==> config.mk <==
export PLATFORM = sky130hd
export DESIGN_NAME = rr_burst_arbiter_flat
export DESIGN_NICKNAME = d
export VERILOG_FILES = /design/src/rtl/rr_burst_arbiter_if.sv /design/src/rtl/rr_burst_arbiter.sv /design/src/flat_wrapper.sv
export SDC_FILE = /design/constraint.sdc
export NUM_CORES = 1
export LEC_CHECK = 0
export CAP_MARGIN = 20
export CORE_MARGIN = 2
export CORE_UTILIZATION = 29
export DETAILED_ROUTE_END_ITERATION = 12
export HOLD_SLACK_MARGIN = 0.05
export PLACE_DENSITY_LB_ADDON = 0.08
export SYNTH_ARGS = -nofsm -noshare
export SYNTH_HDL_FRONTEND = slang
export SYNTH_SLANG_ARGS = --single-unit
export TNS_END_PERCENT = 30
==> constraint.sdc <==
create_clock -name clk -period 3.8 [get_ports clk]
set_clock_uncertainty 0.05 [all_clocks]
set_input_delay 0.76 -clock clk [delete_from_list [all_inputs] [get_ports clk]]
set_output_delay 0.76 -clock clk [all_outputs]
set_load 0.01 [all_outputs]
==> src/rtl/rr_burst_arbiter_if.sv <==
// Bundle of requester-side and downstream-side signals for rr_burst_arbiter.
//   slave  : the arbiter (consumes requests and out_ready, drives grant/channel)
//   master : the environment (drives requests and out_ready)
// Signals:
//   req_valid_i/req_last_i/req_data_i : per-requester valid, last flag, payload
//   req_ready_o                       : per-requester ready
//   out_valid_o/out_data_o/out_last_o : downstream channel
//   out_ready_i                       : downstream ready
//   grant_o/grant_idx_o               : one-hot grant and its binary index
//   locked_o                          : high while a burst holds the channel
interface rr_burst_arbiter_if #(
   parameter int INPUTS = 4,
   parameter int WIDTH  = 16,
   parameter int IDX_W  = (INPUTS > 1) ? $clog2(INPUTS) : 1
);
   logic [INPUTS-1:0]            req_valid_i;
   logic [INPUTS-1:0]            req_last_i;
   logic [INPUTS-1:0][WIDTH-1:0] req_data_i;
   logic [INPUTS-1:0]            req_ready_o;
   logic                         out_valid_o;
   logic                         out_ready_i;
   logic [WIDTH-1:0]             out_data_o;
   logic                         out_last_o;
   logic [INPUTS-1:0]            grant_o;
   logic [IDX_W-1:0]             grant_idx_o;
   logic                         locked_o;

   modport slave (
      input  req_valid_i, req_last_i, req_data_i, out_ready_i,
      output req_ready_o, out_valid_o, out_data_o, out_last_o,
             grant_o, grant_idx_o, locked_o
   );

   modport master (
      output req_valid_i, req_last_i, req_data_i, out_ready_i,
      input  req_ready_o, out_valid_o, out_data_o, out_last_o,
             grant_o, grant_idx_o, locked_o
   );
endinterface

==> src/rtl/rr_burst_arbiter.sv <==
// Round-robin arbiter with burst locking sharing one valid/ready channel
// between INPUTS requesters. A winner keeps the channel until its beat
// carrying last is accepted. Payload and valid pass through combinationally.
// Ports:
//   clk   : clock, rising edge
//   rst_n : asynchronous active-low reset
//   bus   : rr_burst_arbiter_if.slave (requests, downstream channel, grant)
//
// state  | meaning
// IDLE   | grant chosen combinationally by rotating scan from prio_q
// LOCKED | grant pinned to lock_grant_q until the last beat transfers
module rr_burst_arbiter #(
   parameter int INPUTS = 4,
   parameter int WIDTH  = 16,
   parameter int IDX_W  = (INPUTS > 1) ? $clog2(INPUTS) : 1
) (
   input logic              clk,
   input logic              rst_n,
   rr_burst_arbiter_if.slave bus
);

   typedef enum logic {IDLE, LOCKED} state_t;

   state_t            state_q;
   logic [IDX_W-1:0]  prio_q;
   logic [IDX_W-1:0]  prio_d;
   logic [INPUTS-1:0] lock_grant_q;
   logic              locked_q;

   logic [INPUTS-1:0] arb_grant;
   logic [INPUTS-1:0] grant;
   logic [IDX_W-1:0]  grant_idx;
   logic [WIDTH-1:0]  data_sel;
   logic              valid_sel;
   logic              last_sel;
   logic              xfer;

   // Rotating priority scan: first valid requester at or above prio_q, wrapping.
   always_comb begin : arb
      int   idx;
      logic found;
      arb_grant = '0;
      found     = 1'b0;
      idx       = 0;
      for (int i = 0; i < INPUTS; i++) begin
         idx = int'(prio_q) + i;
         if (idx >= INPUTS) idx = idx - INPUTS;
         if (!found && bus.req_valid_i[idx]) begin
            arb_grant[idx] = 1'b1;
            found          = 1'b1;
         end
      end
   end

   // Grant depends only on state and req_valid_i, never on out_ready_i.
   assign grant = (state_q == LOCKED) ? lock_grant_q : arb_grant;

   always_comb begin
      grant_idx = '0;
      data_sel  = '0;
      for (int i = 0; i < INPUTS; i++) begin
         if (grant[i]) grant_idx = IDX_W'(i);
         data_sel = data_sel | ({WIDTH{grant[i]}} & bus.req_data_i[i]);
      end
   end

   assign valid_sel = |(grant & bus.req_valid_i);
   assign last_sel  = |(grant & bus.req_last_i);
   assign xfer      = valid_sel & bus.out_ready_i;
   assign prio_d    = (grant_idx == IDX_W'(INPUTS - 1)) ? '0 : grant_idx + IDX_W'(1);

   always_ff @(posedge clk or negedge rst_n) begin
      if (!rst_n) begin
         state_q      <= IDLE;
         prio_q       <= '0;
         lock_grant_q <= '0;
         locked_q     <= 1'b0;
      end else if (xfer) begin
         case (state_q)
            IDLE: begin
               if (last_sel) begin
                  prio_q <= prio_d;
               end else begin
                  state_q      <= LOCKED;
                  lock_grant_q <= grant;
                  locked_q     <= 1'b1;
               end
            end
            LOCKED: begin
               if (last_sel) begin
                  state_q      <= IDLE;
                  prio_q       <= prio_d;
                  lock_grant_q <= '0;
                  locked_q     <= 1'b0;
               end
            end
            default: begin
               state_q  <= IDLE;
               locked_q <= 1'b0;
            end
         endcase
      end
   end

   assign bus.grant_o     = grant;
   assign bus.grant_idx_o = grant_idx;
   assign bus.out_valid_o = valid_sel;
   assign bus.out_last_o  = last_sel;
   assign bus.out_data_o  = data_sel;
   assign bus.req_ready_o = grant & {INPUTS{bus.out_ready_i}};
   assign bus.locked_o    = locked_q;

   a_grant_onehot : assert property (@(posedge clk) disable iff (!rst_n)
      $onehot0(grant));
   a_ready_subset : assert property (@(posedge clk) disable iff (!rst_n)
      (bus.req_ready_o & ~grant) == '0);
   a_lock_grant   : assert property (@(posedge clk) disable iff (!rst_n)
      locked_q |-> (grant == lock_grant_q && lock_grant_q != '0));

endmodule

==> src/flat_wrapper.sv <==
// flat-port wrapper written by rule: the top's interface ports become plain ports
module rr_burst_arbiter_flat 
#(
   parameter int INPUTS = 4,
   parameter int WIDTH  = 16,
   parameter int IDX_W  = (INPUTS > 1) ? $clog2(INPUTS) : 1
)
  (clk, rst_n, bus_req_valid_i, bus_req_last_i, bus_req_data_i, bus_out_ready_i, bus_req_ready_o, bus_out_valid_o, bus_out_data_o, bus_out_last_o, bus_grant_o, bus_grant_idx_o, bus_locked_o);
  rr_burst_arbiter_if #(.INPUTS(INPUTS), .WIDTH(WIDTH), .IDX_W(IDX_W)) bus_i ();
  input logic clk;
  input logic rst_n;
  input wire logic [$bits(bus_i.req_valid_i)-1:0] bus_req_valid_i;
  input wire logic [$bits(bus_i.req_last_i)-1:0] bus_req_last_i;
  input wire logic [$bits(bus_i.req_data_i)-1:0] bus_req_data_i;
  input wire logic [$bits(bus_i.out_ready_i)-1:0] bus_out_ready_i;
  output wire logic [$bits(bus_i.req_ready_o)-1:0] bus_req_ready_o;
  output wire logic [$bits(bus_i.out_valid_o)-1:0] bus_out_valid_o;
  output wire logic [$bits(bus_i.out_data_o)-1:0] bus_out_data_o;
  output wire logic [$bits(bus_i.out_last_o)-1:0] bus_out_last_o;
  output wire logic [$bits(bus_i.grant_o)-1:0] bus_grant_o;
  output wire logic [$bits(bus_i.grant_idx_o)-1:0] bus_grant_idx_o;
  output wire logic [$bits(bus_i.locked_o)-1:0] bus_locked_o;
  assign bus_i.req_valid_i = bus_req_valid_i;
  assign bus_i.req_last_i = bus_req_last_i;
  assign bus_i.req_data_i = bus_req_data_i;
  assign bus_i.out_ready_i = bus_out_ready_i;
  assign bus_req_ready_o = bus_i.req_ready_o;
  assign bus_out_valid_o = bus_i.out_valid_o;
  assign bus_out_data_o = bus_i.out_data_o;
  assign bus_out_last_o = bus_i.out_last_o;
  assign bus_grant_o = bus_i.grant_o;
  assign bus_grant_idx_o = bus_i.grant_idx_o;
  assign bus_locked_o = bus_i.locked_o;
  rr_burst_arbiter #(.INPUTS(INPUTS), .WIDTH(WIDTH), .IDX_W(IDX_W)) u_core (.clk(clk), .rst_n(rst_n), .bus(bus_i));
endmodule
==> summary.txt <==
Routing
  • Via density: roughly 5.2
  • 1st-iter DRT viols: 60
  • Drt wl/cell: approximately 16 um
  • Met3 wire len: between 400 and 500 um
  • DRT Wirelength: around 5.6 mm
  • Drt drc: 0
  • Antenna Nets Post-Route: 0
  • Via count: between 1500 and 2000
  • Drt first pass iters: 4
  • Met2 WL post-DR: approximately 3 mm
  • Highest routed metal layer: met4
  • Met1 wire length: between 2 and 2.5 mm

Yosys
  • Register bit total from synthesis: 8
  • Post-Syn Nets: about 240
  • Dominant cell type by area after synthesis: a22oi_1
  • Share of flip-flops with an asynchronous set or reset: 100%
  • Avg Cell Area, Syn: roughly 7.6 um^2
  • Post-synth top cells: 31 x nand2_1, 28 x a22oi_1, 12 x a21oi_1
  • Netlist Area Pre-Place: 1220 um^2
  • Yosys cell types: 39
  • Top_reg_cell synth: dfrtp_1
  • Post-synth top area share: between 10% and 20%
  • Post-Synthesis Cells: between 150 and 200
  • Synth Warn #: 0
  • Synth top area cells: a22oi_1 17%, dfrtp_1 16%, nand2_1 9.5%
  • Seq/Total Area, Yosys: 16.3%
  • Top-count cell post-synth: nand2_1
  • Post-synth EDFFs: 0

Timing
  • RSZ-0062 raised after global routing: true
  • Final worst setup slack: 38.8 ps
  • Slew HR: between 60 and 70%
  • Setup TNS Final: 0 ps
  • Worst-Margin Slew: approximately 560 ps
  • Fmax: 266 MHz
  • Endpoints failing hold: 0
  • Endpoints failing setup: 0
  • Slew Limit Fails: 0
  • Final Critical Period: approximately 3800 ps
  • Period utilisation layout: 99.0%

Setup path
  • Kind of cell adding the most delay to the critical path: compound AO/OA/AOI/OAI gates
  • CP max stage cell: mux4_2
  • Delay of the slowest cell on the worst path: between 500 and 600 ps
  • Critical path class: flop to output port
  • CP most frequent cell: nand2_1
  • WP depth: 12
  • Worst R2R Path Depth: 13
  • Worst-path fanout max: 7
  • Cell Chain, Critical Path: inv_2, ha_4, mux4_2, nor2b_4, a221o_1, a21oi_2, nand2_1, and2_4, buf_4, a22oi_1, nand2_1, dlygate4sd2_1
  • Worst Path Arrival: 2950 ps
  • Setup crit end kind: output port
  • Crit path required time: between 2000 and 3000 ps
  • Startpoint Class: flop
  • CP Buf/Inv Count: 3

Clocking
  • TritonCTS clock tree: built
  • Max Root-Sink Buffers: 2
  • CTS Hold Bufs: 0
  • Root buf cell: clkbuf_8
  • Clock Sinks: 8
  • Worst-skew pair later-pin latency: 230 ps
  • Clk pin slew, worst setup/hold paths: 40 ps
  • Num CTS Buffers: 3
  • H-tree Lvls: 1

Global route
  • Number of global-route vias before repair: between 1500 and 2000
  • Largest net degree at the start of global routing: 20
  • Global-route wire length before repair: ~7.8 mm
  • Total gr overflow: 0
  • Antenna violations before repair: 0
  • Total GRT Usage: a little over a fifth

Placed design
  • DP Wirelength: 4.47 mm
  • GP Congestion: approximately 0.85
  • Worst slack at placement: -651 ps
  • Port Buffers: between 100 and 150

Finish
  • Layout Area Growth over Synthesis: 122%
  • Final core occ: between 60% and 70%
  • N_diodes: 0
  • Share of cells above drive strength 1: 35.2%
  • Final net count: 386
  • Area of the multi-input gates: approximately 1100 um^2
  • Fill cell count: between 300 and 400
  • Register area: ~200 um^2

Power
  • Leak: around 1.2 nW
  • Pwr/cell area: 945 nW/um^2
  • Max IR drop VDD: roughly 600 uV
  • Power Total: ~2.6 mW

Floorplanning
  • Die Area: 4760 um^2
  • Die W: between 60 and 70 um
  • # IOs: approximately 100
  • Std cell rows: 23
  • Die height: about 69 um
  • Core ar.: around 4000 um^2
  • Initial core utilization: a little under a third

Worst hold path
  • Hold Path Class: flop to flop
  • Worst Hold Depth: 1

Run status
  • Status: completed

Job
  • Max-Cap Viols: 0
per-layer routing:
| metal | GRT usage (%) | up-vias |
|---|---|---|
| li1 | - | 918 |
| met1 | 25.4 | 846 |
| met2 | 40.5 | 74 |
| met3 | 2.92 | 6 |
| met4 | 4.66 | 0 |
| met5 | 0 | - |
final cells by class:
type	count	area share, %
inverters	9	1.33
multi-input cells	134	39.3
repair buffers	150	48.2
well taps	50	2.30
flip-flops and latches	8	7.35
clock buffers	3	1.52
registers in the layout, summed over array words and instances (netlist names):
signal               cells
u_core.state_q           1
u_core.lock_grant_q      4
u_core.prio_q            2
u_core.bus.locked_o      1
path summary, 6_finish.rpt:
kind | slack (ps) | end | start
max | 40 | bus_out_data_o[4] | u_core.prio_q[0]
min | 510 | u_core.bus.locked_o | u_core.bus.locked_o
max reg2reg | 410 | u_core.lock_grant_q[1] | u_core.prio_q[0]
min reg2reg | 510 | u_core.bus.locked_o | u_core.bus.locked_o
max in group asynchronous | 2690 | u_core.prio_q[0] | rst_n
min in group asynchronous | 760 | u_core.lock_grant_q[3] | rst_n
timing repair:
action / in CTS / in global routing
gates resized for setup: 75 / 42
setup buffers: 5 / 0
pin swaps: 8 / 4
endpoints found under the setup margin: 30 / 23
per-stage QoR:
step / cells / hold WS [ps] / instance area [um^2]
5_1_grt: 354 / 541 / 2730
3_5_place_dp: 347 / 505 / 2630
4_1_cts: 354 / 514 / 2720
2_1_floorplan: 161 / 414 / 1230
6_report: 354 / 512 / 2730
3_3_place_gp: 347 / 498 / 2630
worst register-to-register path, delay by kind of cell, from the launching register on:
family | cells | cell delay, ps
DFF | 1 | 350
buffers and inverters | 4 | 390
muxes | 1 | 510
adders and majority gates | 1 | 270
and+or+nand+nor | 2 | 660
AOI/OAI and AO/OA | 5 | 1070
power by group:
part	total (mW)	switching [mW]	internal [mW]
Sequential	0.170	0.0415	0.128
Clock	0.0998	0.0314	0.0684
Combinational	2.31	1.10	1.21
Total	2.58	1.17	1.40
cell families (layout without fill, tap and decap cells):
family | Yosys count | count (layout) | synth area share, %
and+or+nand+nor | 56 | 56 | 22.2
AOI/OAI and AO/OA | 70 | 70 | 45.1
buffers and inverters | 19 | 162 | 6.64
DFF | 8 | 8 | 16.3
adders and majority gates | 5 | 5 | 5.11
muxes | 3 | 3 | 4.60
cell usage in the layout (no fill, tap or decap), types with 2 or more instances in the layout:
| cell | n |
|---|---|
| ha_1 | 4 |
| a22oi_1 | 16 |
| o221ai_1 | 4 |
| nand4_1 | 2 |
| a21oi_1 | 9 |
| buf_4 | 44 |
| dfrtp_1 | 8 |
| a21o_1 | 3 |
| clkbuf_2 | 12 |
| buf_2 | 8 |
| dlygate4sd2_1 | 6 |
| buf_6 | 2 |
| and3_1 | 2 |
| a21oi_2 | 5 |
| and2_1 | 2 |
| clkbuf_8 | 3 |
| and2_4 | 2 |
| inv_2 | 2 |
| inv_1 | 6 |
| a22oi_2 | 12 |
| a22o_1 | 2 |
| nor2_1 | 4 |
| mux4_2 | 2 |
| clkdlybuf4s15_1 | 2 |
| nand3_2 | 3 |
| o21ai_0 | 2 |
| clkdlybuf4s50_1 | 71 |
| buf_12 | 2 |
| dlymetal6s2s_1 | 3 |
| or4b_1 | 2 |
| a221o_1 | 6 |
| nand2_1 | 31 |
(Power assumes the default switching activity.)
